==> config.mk <==
export PLATFORM = sky130hd
export DESIGN_NAME = ej32_div
export DESIGN_NICKNAME = d
export VERILOG_FILES = /design/src/rtl/ej32_div.sv
export SDC_FILE = /design/constraint.sdc
export NUM_CORES = 1
export LEC_CHECK = 0
export ABC_AREA = 1
export BUFFER_PORTS_ARGS = -buffer_cell sky130_fd_sc_hd__buf_2
export CORE_UTILIZATION = 45
export CTS_CLUSTER_DIAMETER = 40
export DETAILED_ROUTE_END_ITERATION = 10
export GPL_ROUTABILITY_DRIVEN = 0
export SYNTH_ARGS = -nofsm -noshare
export SYNTH_HDL_FRONTEND = slang
export SYNTH_SLANG_ARGS = --single-unit
==> constraint.sdc <==
create_clock -name clk -period 2.9 [get_ports clk]
set_input_delay 0.145 -clock clk [delete_from_list [all_inputs] [get_ports clk]]
set_output_delay 0.145 -clock clk [all_outputs]
set_load 0.01 [all_outputs]
==> src/rtl/ej32_div.sv <==
// Iterative signed divider (Java idiv/irem), restoring, BPC quotient bits per cycle, DSZ/BPC+1 cycle latency.
// Optional early-out for a zero divisor or |dividend| < |divisor| when EJ32_DIV_SHORTCUT_EN is defined.
module ej32_div #(
  parameter int DSZ = 32,
  parameter int BPC = 1
) (
  input  logic           clk,
  input  logic           rst,
  input  logic           div_en,
  input  logic [DSZ-1:0] div_s,
  input  logic [DSZ-1:0] div_t,
  output logic           div_bsy,
  output logic           div_done,
  output logic           div_by0,
  output logic [DSZ-1:0] div_q,
  output logic [DSZ-1:0] div_r
);

  localparam int NSTEP = DSZ / BPC;
  localparam int CW    = $clog2(NSTEP + 1);
  localparam logic [CW-1:0] CNT_INIT = CW'(NSTEP);

  localparam logic [1:0] IDLE = 2'd0;
  localparam logic [1:0] CALC = 2'd1;
  localparam logic [1:0] FIX  = 2'd2;

  logic [1:0]     state_q, state_d;
  logic [CW-1:0]  cnt_q, cnt_d;
  logic [DSZ-1:0] quo_q, quo_d;
  logic [DSZ-1:0] rem_q, rem_d;
  logic [DSZ-1:0] dvs_q, dvs_d;
  logic           sq_q, sq_d;
  logic           sr_q, sr_d;
  logic           zdiv_q, zdiv_d;
  logic [DSZ-1:0] qo_q, qo_d;
  logic [DSZ-1:0] ro_q, ro_d;
  logic           bz_q, bz_d;
  logic           done_q, done_d;

  logic [DSZ-1:0] s_abs, t_abs;
  logic [DSZ-1:0] st_rem, st_quo;
  logic [DSZ:0]   trial;

  // Unsigned magnitudes are DSZ bits wide so |MIN_INT| is exact.
  assign s_abs = div_s[DSZ-1] ? -div_s : div_s;
  assign t_abs = div_t[DSZ-1] ? -div_t : div_t;

  // BPC chained restoring steps; the shifted remainder needs DSZ+1 bits.
  always_comb begin
    st_rem = rem_q;
    st_quo = quo_q;
    trial  = '0;
    for (int i = 0; i < BPC; i++) begin
      trial = {st_rem, st_quo[DSZ-1]} - {1'b0, dvs_q};
      if (!trial[DSZ]) begin
        st_rem = trial[DSZ-1:0];
        st_quo = {st_quo[DSZ-2:0], 1'b1};
      end else begin
        st_rem = {st_rem[DSZ-2:0], st_quo[DSZ-1]};
        st_quo = {st_quo[DSZ-2:0], 1'b0};
      end
    end
  end

  always_comb begin
    state_d = state_q;
    cnt_d   = cnt_q;
    quo_d   = quo_q;
    rem_d   = rem_q;
    dvs_d   = dvs_q;
    sq_d    = sq_q;
    sr_d    = sr_q;
    zdiv_d  = zdiv_q;
    qo_d    = qo_q;
    ro_d    = ro_q;
    bz_d    = bz_q;
    done_d  = 1'b0;
    case (state_q)
      IDLE: begin
        if (div_en) begin
          dvs_d   = t_abs;
          quo_d   = s_abs;
          rem_d   = '0;
          sq_d    = div_s[DSZ-1] ^ div_t[DSZ-1];
          sr_d    = div_s[DSZ-1];
          zdiv_d  = (div_t == '0);
          cnt_d   = CNT_INIT;
          qo_d    = '0;
          ro_d    = '0;
          bz_d    = 1'b0;
          state_d = CALC;
`ifdef EJ32_DIV_SHORTCUT_EN
          if ((div_t == '0) || (s_abs < t_abs)) begin
            quo_d   = '0;
            rem_d   = s_abs;
            state_d = FIX;
          end
`endif
        end
      end
      CALC: begin
        quo_d = st_quo;
        rem_d = st_rem;
        cnt_d = cnt_q - CW'(1);
        if (cnt_q == CW'(1)) state_d = FIX;
      end
      FIX: begin
        // A zero divisor leaves quo all ones; the sign fix must not flip it.
        qo_d    = zdiv_q ? '1 : (sq_q ? -quo_q : quo_q);
        ro_d    = sr_q ? -rem_q : rem_q;
        bz_d    = zdiv_q;
        done_d  = 1'b1;
        state_d = IDLE;
      end
      default: state_d = IDLE;
    endcase
  end

  always_ff @(posedge clk or negedge rst) begin
    if (!rst) begin
      state_q <= IDLE;
      cnt_q   <= '0;
      quo_q   <= '0;
      rem_q   <= '0;
      dvs_q   <= '0;
      sq_q    <= 1'b0;
      sr_q    <= 1'b0;
      zdiv_q  <= 1'b0;
      qo_q    <= '0;
      ro_q    <= '0;
      bz_q    <= 1'b0;
      done_q  <= 1'b0;
    end else begin
      state_q <= state_d;
      cnt_q   <= cnt_d;
      quo_q   <= quo_d;
      rem_q   <= rem_d;
      dvs_q   <= dvs_d;
      sq_q    <= sq_d;
      sr_q    <= sr_d;
      zdiv_q  <= zdiv_d;
      qo_q    <= qo_d;
      ro_q    <= ro_d;
      bz_q    <= bz_d;
      done_q  <= done_d;
    end
  end

  assign div_bsy  = (state_q != IDLE);
  assign div_done = done_q;
  assign div_by0  = bz_q;
  assign div_q    = qo_q;
  assign div_r    = ro_q;

endmodule

* After elaboration in Yosys (flattened, before gate mapping)
Index checks and enable logic that the tools add are counted.
** Cells by class
- Bitwise gates (word level) :: 1
- Multiplexer cells :: 21
- Equality and inequality tests :: 5
- Reduce and logical (&&, ||, !) cells :: 9
- $add $sub $neg :: 6
** Operator list (number)
- $mux W32 :: 8
- $pmux W32 S2 :: 4
- $neg A32 Y32 :: 4
- $sub A33 B32 Y33 :: 1
- $logic_not A32 Y1 :: 1
- $pmux W6 S2 :: 1
- $reduce_and A2 Y1 :: 4
- $eq A6 B1 Y1 const B :: 1
- $mux W6 :: 1
- $reduce_bool A2 Y1 :: 3
- $sub A6 B1 Y6 const B :: 1
- $mux W2 :: 2
- $ne A2 B2 Y1 const B :: 2
- $pmux W2 S2 :: 1
- $mux W1 :: 3
- $eq A2 B1 Y1 const B :: 1
- $eq A2 B2 Y1 const B :: 1
- $logic_not A2 Y1 :: 1
- $pmux W1 S2 :: 1
- $xor A1 B1 Y1 :: 1
** Word-level totals
- Output and inout port bits :: 67
- Logic and storage cells :: 54
- Input port bits :: 67
- Register bits :: 173

* Depth between registers and ports, before layout
- Depth in word-level cells :: 4
- Gate-level depth with buffers :: 18
- Depth with buffers taken out :: 17

* Worst setup path after synthesis
Ideal clock, no wire load.
- Path type :: flip-flop to flip-flop
- Start :: register quo_q[31]
- End :: register rem_q[14]
- Data arrival time :: 2.060 ns
- Cell stages (with the launch flop) :: 19
- Required time :: 2.782 ns
- Setup time :: 0.118 ns
- Setup slack :: 0.722 ns
- Cells stage by stage :: dfrtp_1 > inv_1 > ha_1 > fa_1 > inv_1 > nand2_1 > nand2_1 > nand3_1 > nand2_2 > nand2_2 > nand2_2 > nand2_4 > nand2_4 > nand2_2 > nand2_2 > buf_6 > nand2_1 > nand3_1 > nand2_1
** Between the ends
- Longest elaborated chain between the ends :: 3
** Ends and longest elaborated chain
- start, declared :: RTL line 29 : logic [DSZ-1:0] quo_q, quo_d;
- start signal, assigned :: RTL line 136 : quo_q <= quo_d;
- $sub A33 B32 Y33 :: RTL line 54 : trial = {st_rem, st_quo[DSZ-1]} - {1'b0, dvs_q};
- $mux W32 :: RTL line 55 : if (!trial[DSZ]) begin
- $pmux W32 S2 :: RTL line 78 : case (state_q)
- end signal, assigned :: RTL line 137 : rem_q <= rem_d;
- end, declared :: RTL line 30 : logic [DSZ-1:0] rem_q, rem_d;
No other way between the ends.
A chain may end at the register's enable or synchronous reset.

* Worst setup path after layout
- Start :: register quo_q[31]
- End :: register rem_q[20]
Same word-level chain as after synthesis.

==> key figures <==
Synth
  – Mux cell area share after synthesis: 0.0778%
  – Register area share after synthesis: 33.6%
  – Post-Syn Nets: between 2000 and 2500
  – Synth area leader: dfrtp_1
  – Synth top area share: approximately a third
  – EDFF count, synth: 0
  – Synth Register Bits: around 170
  – Synth warnings: 0
  – Synth unique cells: between 40 and 50
  – Post-synthesis adder-cell area fraction: a little under 4%
  – XOR/XNOR share of the synthesized area: between 3 and 4%
  – Largest family of logic cells by synthesized area: simple AND/OR/NAND/NOR gates
  – Cell Area, Synth: approximately 13000 sq um
  – Compound-Gate Fraction of Synth Area: 13.7%
  – Async S/R FF share, synth: 100%
  – Syn avg cell area: around 6.5 sq um
  – Ranking of synthesized cells by area: dfrtp_1, nand2_1, inv_1
  – Syn Inst Count: roughly 2000
  – Synth Flop Type: dfrtp_1
  – Simple-Gate Fraction of Synth Area: a little over a third

Clock tree
  – Clk Latency, worst-skew pair: roughly 0.45 ns
  – Clk root buf: clkbuf_16
  – TritonCTS clock tree: built
  – CTS buffer count: 17
  – # hold bufs at CTS: 9
  – Post-CTS Setup Inserts: 0
  – CTS resizes: 0
  – Max clock buf depth: 2
  – # clock sinks: between 150 and 200
  – CTS H-tree depth: 4
  – Clk slew on worst S/H paths: about 0.070 ns

Die
  – Io pins: 134
  – Die height: 171 microns
  – Row count: 61
  – Die Area: just under 30000 sq um
  – Die X: roughly 170 microns
  – Core ar.: ~28000 sq um
  – Starting Density: between 40% and 50%

Detailed routing
  – DRT iter0 DRCs: approximately 1100
  – First-pass detailed-route iteration total: 5
  – Vias/cell: approximately 5.2
  – Average wire per standard cell: between 15 and 20 microns
  – DRC viols: 0
  – Vias: 12900
  – Routed WL: slightly below 40000 microns
  – Remaining antenna violation count after routing: 0

Final layout
  – Final non-filler cell total: approximately 2500
  – Register area: around 4300 sq um
  – # fillers: a little under 3000
  – Nets: around 2200
  – Area grow syn2layout: 13.3%
  – Share of layout cells above drive strength 1: 11.2%
  – Multi-input logic area: 7310 sq um
  – Antenna Cells: 0
  – Final core occ: a little over half

STA
  – Setup TNS: 0 ns
  – Final Hold Viols: 0
  – Final Hold Slack: around 0.011 ns
  – Relative slew slack: between 40% and 50%
  – Worst clock skew: 0.0136 ns
  – Max Slew Vio Count: 0
  – Slew @ Worst Pin: just under 0.8 ns
  – Highest achievable clock rate: between 300 and 400 MHz
  – Period utilization: roughly 94%
  – Tmin final: around 2.7 ns
  – RSZ-0062 raised after global routing: no
  – Final setup vio count: 0

Worst setup path
  – Startpoint class of the critical path: flip-flop
  – Required @ worst endpoint: 3.24 ns
  – Critical Path AT: 3.05 ns
  – Critical path, cell by cell: inv_1, ha_1, fa_1, inv_1, nand2_1, nand2_1, nand3_1, nand2_2, nand2_2, nand2_2, nand2_4, nand2_4, nand2_4, nand2_2, nand2_1, nand3_1, nand2_1
  – Crit path max fanout: 20
  – Critical path class: flip-flop to flip-flop
  – CP peak stage delay: 0.38 ns
  – Critical path capture point type: flip-flop
  – Critical Path Slowest Stage Cell: fa_1

Global route
  – Vias in the first global route: between 10000 and 15000
  – Initial antenna violation count: 0
  – First-pass GRT wire length: 61400 microns
  – Largest net degree at the start of global routing: 72
  – Remaining global-route overflow: 0
  – Tot GR Track Use: approximately 27%

Placed design
  – PortBufs: 133
  – HPWL Detailed: ~30000 microns
  – Post-placement cell count: ~2400

Flow run
  – Max Cap Viol: 0

Pwr
  – Power Density: approximately 1200 nW/um^2
  – Worst vdd ir: roughly 0.54 mV
  – Total power: around 17000 uW
  – Static Leak: about 0.0077 uW

Min path
  – Hold Crit Class: input pin to flip-flop

Status
  – Outcome: complete, no violations
==> power breakdown <==
part,internal [uW],switching [uW],total (uW)
clock network,1170,1160,2330
logic,3550,6940,10500
registers,3310,1070,4390
total,8030,9180,17200
==> critical path, delay by kind of cell, from the launching register on <==
kind	cells	cell delay, ns
AND/OR/NAND/NOR	13	1.40
adder cells (fa/ha/maj)	2	0.64
flip-flops	1	0.35
buffers and inverters	2	0.22
==> final timing paths <==
check	startpoint	to	slack [ns]	depth (start not counted)
worst min register to register	div_r[13]	div_r[13]	0.48	2
max in group asynchronous	rst	div_q[28]	1.96	3
worst max register to register	quo_q[31]	rem_q[20]	0.18	17
worst max-delay path	quo_q[31]	rem_q[20]	0.18	17
min in group asynchronous	rst	div_r[5]	0.15	2
worst min-delay path	div_t[4]	dvs_q[4]	0.01	3
==> cells by family after synthesis <==
| family | after synthesis |
|---|---|
| AND/OR/NAND/NOR | 1078 |
| adder cells (fa/ha/maj) | 39 |
| AO/OA/AOI/OAI | 301 |
| multiplexers | 1 |
| buffers and inverters | 326 |
| flip-flops | 173 |
| XOR/XNOR | 57 |
==> synthesized netlist by cell type, types with 6 or more instances <==
cell type	count
a21oi_1	78
a22oi_1	27
buf_1	14
buf_2	8
clkbuf_1	38
dfrtp_1	173
ha_1	38
inv_1	247
inv_2	15
nand2_1	632
nand2_2	8
nand3_1	182
nand3b_1	14
nand4_1	14
nor2_1	174
nor2_2	8
nor3_1	25
nor4_1	6
o211ai_1	12
o21ai_0	137
o22ai_1	7
o31ai_1	8
xnor2_1	13
xor2_1	44
==> registers in the layout, summed over array words and instances (netlist names) <==
signal and count:
div_r 32, dvs_q 32, rem_q 32, state_q 2, sq_q 1, div_q 32, div_done 1, sr_q 1
div_by0 1, quo_q 32, zdiv_q 1, cnt_q 6
==> stage by stage <==
stage | worst slack (ns) | cell area (sq um)
floorplan | 0.722 | 12900
global placement | 0.252 | 13900
detailed placement | 0.195 | 13900
CTS | 0.174 | 14600
global route | 0.00512 | 14600
finish | 0.183 | 14600
==> per-layer routing <==
layer  vias to the layer above  wire length, microns  global-route usage, %
met2                       415                 15200                   36.3
li1                       6589                     -                      -
met1                      5892                 20700                   44.4
met4                         0                   408                   6.02
met3                        26                  2490                   3.40
met5                         -                     0                      0
==> cells in the final DEF (no fill, tap or decap), types with 3 or more instances in the layout <==
cell	instances
nand2_1	632
inv_8	5
a32o_1	4
nand3_1	182
inv_1	246
o31ai_1	8
dlygate4sd3_1	9
nor3_1	25
clkbuf_16	17
o21ai_0	137
o21ai_2	3
nand2_2	8
o21bai_1	4
nor2_4	3
nand4_1	14
a22oi_1	27
o211ai_1	12
nor4_1	6
nor2_1	171
clkinv_4	3
ha_1	38
xor2_1	44
nand3b_1	14
buf_4	15
o221ai_1	4
dfrtp_1	173
or2_2	4
xnor2_1	13
o21ai_1	4
o22ai_1	7
buf_2	132
a31oi_1	4
inv_2	16
nand2_4	3
nor2_2	8
a21oi_1	78
==> area by class of cell <==
cell class	count	share of cell area, %
multi-input cells	1476	50.2
flip-flops and latches	173	29.7
inverters	262	6.75
repair buffers	158	6.14
well taps	378	3.24
clock buffers	18	3.01
clock inverters	14	1.01
No activity file was read; power rests on OpenSTA's default activity.
